[src/rtl/branch_resolve_tracker_if.sv]
// Fetch/execute side of the branch resolve tracker:
// prediction record, resolution and flush.
interface branch_resolve_tracker_if;
  logic        pred_val;
  logic        pred_rdy;
  logic [31:0] pred_pc;
  logic        pred_taken;
  logic        resolve_val;
  logic        resolve_rdy;
  logic        resolve_taken;
  logic        flush;

  modport master (
    output pred_val,
    output pred_pc,
    output pred_taken,
    output resolve_val,
    output resolve_taken,
    output flush,
    input  pred_rdy,
    input  resolve_rdy
  );

  modport slave (
    input  pred_val,
    input  pred_pc,
    input  pred_taken,
    input  resolve_val,
    input  resolve_taken,
    input  flush,
    output pred_rdy,
    output resolve_rdy
  );
endinterface

[src/rtl/branch_resolve_tracker.sv]
// In-order queue of fetch-time branch predictions; drives the
// PHT update port one cycle after execute resolves the oldest.
module branch_resolve_tracker #(
  parameter  int p_num_entries = 4,
  localparam int c_addr_nbits  = $clog2(p_num_entries)
) (
  input  logic        clk,
  input  logic        reset,
  branch_resolve_tracker_if.slave bus,
  output logic        upd_en,
  output logic        upd_taken,
  output logic [31:0] upd_pc,
  output logic        mispredict,
  output logic [31:0] num_branches,
  output logic [31:0] num_mispredicts
);

  typedef struct packed {
    logic [31:0] pc;
    logic        taken;
  } entry_t;

  localparam logic [c_addr_nbits:0] c_full =
    (c_addr_nbits+1)'(p_num_entries);

  entry_t                  q [p_num_entries];
  logic [c_addr_nbits-1:0] head;
  logic [c_addr_nbits-1:0] tail;
  logic [c_addr_nbits:0]   count;

  logic   enq;
  logic   deq;
  logic   miss;
  entry_t head_e;

  assign bus.pred_rdy    = (count != c_full);
  assign bus.resolve_rdy = (count != '0);

  assign enq = bus.pred_val & bus.pred_rdy & ~bus.flush;
  assign deq = bus.resolve_val & bus.resolve_rdy;

  assign head_e = q[head];
  assign miss   = head_e.taken != bus.resolve_taken;

  // Payload storage needs no reset; count guards validity.
  always_ff @(posedge clk) begin
    if (enq) begin
      q[tail] <= '{pc: bus.pred_pc, taken: bus.pred_taken};
    end
  end

  always_ff @(posedge clk) begin
    if (reset) begin
      head  <= '0;
      tail  <= '0;
      count <= '0;
    end else if (bus.flush) begin
      head  <= '0;
      tail  <= '0;
      count <= '0;
    end else begin
      if (enq) tail <= tail + 1'b1;
      if (deq) head <= head + 1'b1;
      unique case ({enq, deq})
        2'b10:   count <= count + 1'b1;
        2'b01:   count <= count - 1'b1;
        default: count <= count;
      endcase
    end
  end

  // A dequeue in a flush cycle still reports its outcome.
  always_ff @(posedge clk) begin
    if (reset) begin
      upd_en          <= 1'b0;
      upd_taken       <= 1'b0;
      upd_pc          <= '0;
      mispredict      <= 1'b0;
      num_branches    <= '0;
      num_mispredicts <= '0;
    end else begin
      upd_en     <= deq;
      mispredict <= deq & miss;
      if (deq) begin
        upd_pc       <= head_e.pc;
        upd_taken    <= bus.resolve_taken;
        num_branches <= num_branches + 32'd1;
        if (miss) begin
          num_mispredicts <= num_mispredicts + 32'd1;
        end
      end
    end
  end

endmodule

[src/flat_wrapper.sv]
// flat-port wrapper written by rule: the top's interface ports become plain ports
module branch_resolve_tracker_flat 
#(
  parameter  int p_num_entries = 4,
  localparam int c_addr_nbits  = $clog2(p_num_entries)
)
  (clk, reset, upd_en, upd_taken, upd_pc, mispredict, num_branches, num_mispredicts, bus_pred_val, bus_pred_pc, bus_pred_taken, bus_resolve_val, bus_resolve_taken, bus_flush, bus_pred_rdy, bus_resolve_rdy);
  branch_resolve_tracker_if bus_i ();
  input  logic clk;
  input  logic reset;
  output logic upd_en;
  output logic upd_taken;
  output logic [31:0] upd_pc;
  output logic mispredict;
  output logic [31:0] num_branches;
  output logic [31:0] num_mispredicts;
  input wire logic [$bits(bus_i.pred_val)-1:0] bus_pred_val;
  input wire logic [$bits(bus_i.pred_pc)-1:0] bus_pred_pc;
  input wire logic [$bits(bus_i.pred_taken)-1:0] bus_pred_taken;
  input wire logic [$bits(bus_i.resolve_val)-1:0] bus_resolve_val;
  input wire logic [$bits(bus_i.resolve_taken)-1:0] bus_resolve_taken;
  input wire logic [$bits(bus_i.flush)-1:0] bus_flush;
  output wire logic [$bits(bus_i.pred_rdy)-1:0] bus_pred_rdy;
  output wire logic [$bits(bus_i.resolve_rdy)-1:0] bus_resolve_rdy;
  assign bus_i.pred_val = bus_pred_val;
  assign bus_i.pred_pc = bus_pred_pc;
  assign bus_i.pred_taken = bus_pred_taken;
  assign bus_i.resolve_val = bus_resolve_val;
  assign bus_i.resolve_taken = bus_resolve_taken;
  assign bus_i.flush = bus_flush;
  assign bus_pred_rdy = bus_i.pred_rdy;
  assign bus_resolve_rdy = bus_i.resolve_rdy;
  branch_resolve_tracker #(.p_num_entries(p_num_entries)) u_core (.clk(clk), .reset(reset), .bus(bus_i), .upd_en(upd_en), .upd_taken(upd_taken), .upd_pc(upd_pc), .mispredict(mispredict), .num_branches(num_branches), .num_mispredicts(num_mispredicts));
endmodule
[config.mk]
export PLATFORM = sky130hd
export DESIGN_NAME = branch_resolve_tracker_flat
export DESIGN_NICKNAME = d
export VERILOG_FILES = /design/src/rtl/branch_resolve_tracker_if.sv /design/src/rtl/branch_resolve_tracker.sv /design/src/flat_wrapper.sv
export SDC_FILE = /design/constraint.sdc
export NUM_CORES = 1
export LEC_CHECK = 0
export ABC_AREA = 1
export CELL_PAD_IN_SITES_DETAIL_PLACEMENT = 0
export CELL_PAD_IN_SITES_GLOBAL_PLACEMENT = 2
export CORE_UTILIZATION = 30
export CTS_CLUSTER_SIZE = 12
export DETAILED_ROUTE_END_ITERATION = 10
export PLACE_DENSITY_LB_ADDON = 0.1
export SYNTH_ARGS = -nofsm -noshare
export SYNTH_HDL_FRONTEND = slang
export SYNTH_SLANG_ARGS = --single-unit
[constraint.sdc]
create_clock -name clk -period 4.06 [get_ports clk]
set_input_delay 0.406 -clock clk [delete_from_list [all_inputs] [get_ports clk]]
set_output_delay 0.406 -clock clk [all_outputs]
set_load 0.02 [all_outputs]
==> summary.log <==
INFO  run_status     outcome=finished clean
INFO  logic_synthesis fraction_of_registers_with_async_set_reset=0%
INFO  routing        route.final.wire_length=27250um
INFO  floorplanning  die-width=185.8um
INFO  logic_synthesis yosys_warnings=0
INFO  clock_tree     clockRootBuffer=clkbuf_16
INFO  floorplanning  start_util=30.85%
INFO  logic_synthesis syn_avg_cell_area=9.085um2
INFO  logic_synthesis synth-edff-count=132
INFO  clock_tree     worst_skew_pair.late_latency=0.57ns
INFO  critical_path  r2r.worst_path.cells=9
INFO  clock_tree     tritoncts=done
INFO  logic_synthesis synth_largest_area_cell=edfxtp_1
INFO  critical_path  setup.worst_path.class=flip-flop to flip-flop
INFO  clock_tree     post_cts_resized=0
INFO  logic_synthesis synthFlopType=edfxtp_1
INFO  floorplanning  design.core.area=32870um2
INFO  global_route   groute.layer.met1.usage=21.12%
INFO  clock_tree     clk_pin_slew=0.06ns
INFO  placement      dp_hpwl=17530um
INFO  sta            hold_viol=0
INFO  logic_synthesis post-synth-top-count-cell=nor2_1
INFO  logic_synthesis synth.net_count=1163
INFO  critical_path  r2r_setup_slack=1.68ns
INFO  sta            final.min_clock_period=2.379ns
INFO  floorplanning  die_y=185.8um
INFO  logic_synthesis synth_top_cells_by_count=nor2_1, nand2_1, edfxtp_1
INFO  logic_synthesis synth_cell_type_count=34
INFO  floorplanning  dieArea=34530um2
INFO  cells_and_area area_growth_syn_to_layout=26.46%
INFO  routing        post-route-drc-count=0
INFO  sta            max_freq=0.4203GHz
INFO  critical_path  critPathMaxFanout=39
INFO  global_route   globalRoute.totalOverflow=0
INFO  global_route   top_usage_layer=met2
INFO  power_and_ir_drop power.density_cell_area=404.5nW/um2
INFO  clock_tree     cts_hold_buf=0
INFO  critical_path  crit_slowest_cell=buf_4
INFO  critical_path  worstReg2RegStart=u_core.count[2]
INFO  floorplanning  rows=66
INFO  power_and_ir_drop leakage_dissipation=4.421nW
INFO  critical_path  type_of_element_capturing_the_critical_path=flip-flop
INFO  global_route   globalRouteMet3Util=2.485%
INFO  clock_tree     clock_sink_count=240
INFO  sta            finalMaxSlewViolations=0
INFO  routing        detail_route.vias_per_cell=4.559
INFO  critical_path  start_kind=flip-flop
INFO  routing        drt-pass1-iter-count=5
INFO  logic_synthesis synth_top_area_share=39.10%
INFO  critical_path  crit_path_largest_cell_delay=0.45ns
INFO  min_path       hold_class=input pin to flip-flop
INFO  cells_and_area antennaDiodeCount=0
INFO  sta            finalClockSkew=0.03681ns
INFO  cells_and_area finalNetCount=1299
INFO  routing        dr.first_iter.drc_count=397
INFO  clock_tree     post-cts-setup-buffers=0
INFO  min_path       timing.hold.worst_path_depth=2
INFO  global_route   first_global_vias=7678
INFO  sta            timing.setup.tns=0ns
INFO  cells_and_area layout.core_utilization=39.01%
INFO  clock_tree     cts.path.max_buffers=3
INFO  logic_synthesis synth.area.top_cells=edfxtp_1, dfxtp_1, nor2_1, nand2_1, o21ai_0
INFO  power_and_ir_drop worst_ir_drop_vdd=0.0003441V
INFO  critical_path  crit_arrival=2.83ns
INFO  min_path       worstHoldStart=bus_flush
INFO  global_route   antenna_found_initial=0
INFO  sta            unrepaired_setup_endpoints_after_global_routing=false
INFO  logic_synthesis synth.ff_latch_count=240
INFO  placement      portbufs=139
INFO  min_path       whs_endpoint=u_core.count[1]
INFO  global_route   grt_max_degree=67
INFO  logic_synthesis synth_cells=1116
INFO  routing        final_antenna_net_count=0
INFO  clock_tree     cts_made_buffers=28
INFO  placement      gp_congestion=0.7229
INFO  logic_synthesis netlist_area=10140um2
INFO  flow_run       timing.max_cap.violations=0
INFO  floorplanning  io_pins=140
INFO  sta            worstMarginPinSlew=0.8454ns
INFO  critical_path  crit_required=4.51ns
INFO  sta            worst_slew_margin_rel=43.56%
INFO  global_route   first_pass_grt_wire_length=43400um
INFO  routing        detail_route.wl_per_cell=15.89um
INFO  global_route   gr-usage-met2=28.30%
INFO  sta            final-setup-viol-count=0
INFO  cells_and_area post_route_cells_drive_above_1_share=6.284%
INFO  routing        route.vias.total=7819
INFO  critical_path  cp_cell_sequence=inv_2, nand2_4, nand2_4, inv_2, buf_4, buf_4, nand2_1, o21ai_0, a21oi_1
INFO  clock_tree     h_tree_depth_reported_by_cts=1
INFO  sta            final_min_period_over_clock_period=58.60%
INFO  global_route   grt.total_usage=16.27%
INFO  logic_synthesis ys_seq_area_share=60.42%
[worst max-delay path by stage]
stage	endpoint	slack, ns	from
after floorplan	u_core.q[0][0]	1.21	u_core.count[1]
after global placement	flip-flop	1.25	bus_resolve_val
after detailed placement	flip-flop	1.23	bus_resolve_val
after CTS	flip-flop	1.62	u_core.count[2]
after global routing	u_core.num_branches[30]	1.38	u_core.count[2]
final	flip-flop	1.68	u_core.count[2]
[logic make-up after synthesis]
logic type / synth area share, %
and+or+nand+nor: 23.19
DFF: 60.42
AOI/OAI and AO/OA: 9.848
buffers and inverters: 5.047
adders and majority gates: 1.061
xor gates and xnor gates: 0.4319
[flip-flops by register name, summed over array words and instances, names as in the netlist, named ones only]
name,flops
u_core.upd_pc,32
u_core.head,2
u_core.upd_en,1
u_core.upd_taken,1
u_core.num_branches,32
u_core.q,132
u_core.mispredict,1
u_core.tail,2
u_core.num_mispredicts,32
u_core.count,3
[layout make-up]
cell class | instances | area (um2)
clock buffers | 44 | 790.8
inverters | 73 | 274.0
multi-input cells | 757 | 3531
fillers | 3393 | 20050
flip-flops and latches | 240 | 6127
well taps | 442 | 553.0
repair buffers | 152 | 1489
clock inverters | 7 | 56.30
[worst max-delay path, delay by kind of cell, from the launching register on]
kind / cells / cell delay (ns)
and+or+nand+nor: 3 / 0.36
DFF: 1 / 0.39
buffers and inverters: 4 / 1.24
AOI/OAI and AO/OA: 2 / 0.22
[metrics by stage]
| stage | instance area (um2) | hold WS, ns | instances | power (W) | setup WS, ns |
|---|---|---|---|---|---|
| 2_1_floorplan | 10140 | 0.4356 | 1116 | 0.002799 | 1.212 |
| 3_3_place_gp | 11970 | 0.4572 | 1664 | 0.002927 | 1.249 |
| 3_5_place_dp | 11970 | 0.4519 | 1664 | 0.002927 | 1.233 |
| 4_1_cts | 12820 | 0.4181 | 1715 | 0.005284 | 1.621 |
| 5_1_grt | 12820 | 0.4363 | 1715 | 0.005396 | 1.381 |
| 6_report | 12820 | 0.4447 | 1715 | 0.005187 | 1.681 |
[layer usage]
layer	vias up	part of all wire [%]	wire, um
li1	4037	-	-
met1	3613	47	12700
met2	135	47	12940
met3	34	4.1	1112
met4	0	1.8	495
met5	-	0	0
[power breakdown]
group	internal, W	switching (W)	total [W]
clock network	0.00133	0.000985	0.00232
logic	0.0000952	0.000152	0.000247
registers	0.00260	0.0000174	0.00262
[placed cells by master (no fill, tap or decap), types with 2 or more instances in the layout]
cell and n:
a21oi_1 41, a31oi_1 34, and2_1 4, buf_4 13, clkbuf_1 13, clkbuf_16 28
clkbuf_8 3, clkdlybuf4s50_1 139, clkinv_1 3, clkinv_2 3, dfxtp_1 107, edfxtp_1 132
ha_1 7, inv_1 68, inv_2 5, nand2_1 158, nand2_2 7, nand2_4 4
nand3_1 57, nand4_1 19, nor2_1 272, nor2_2 3, nor2_4 10, nor3_1 15
o21ai_0 111, o21ai_1 2, xor2_1 4
Power figures use the tool's default switching activity.
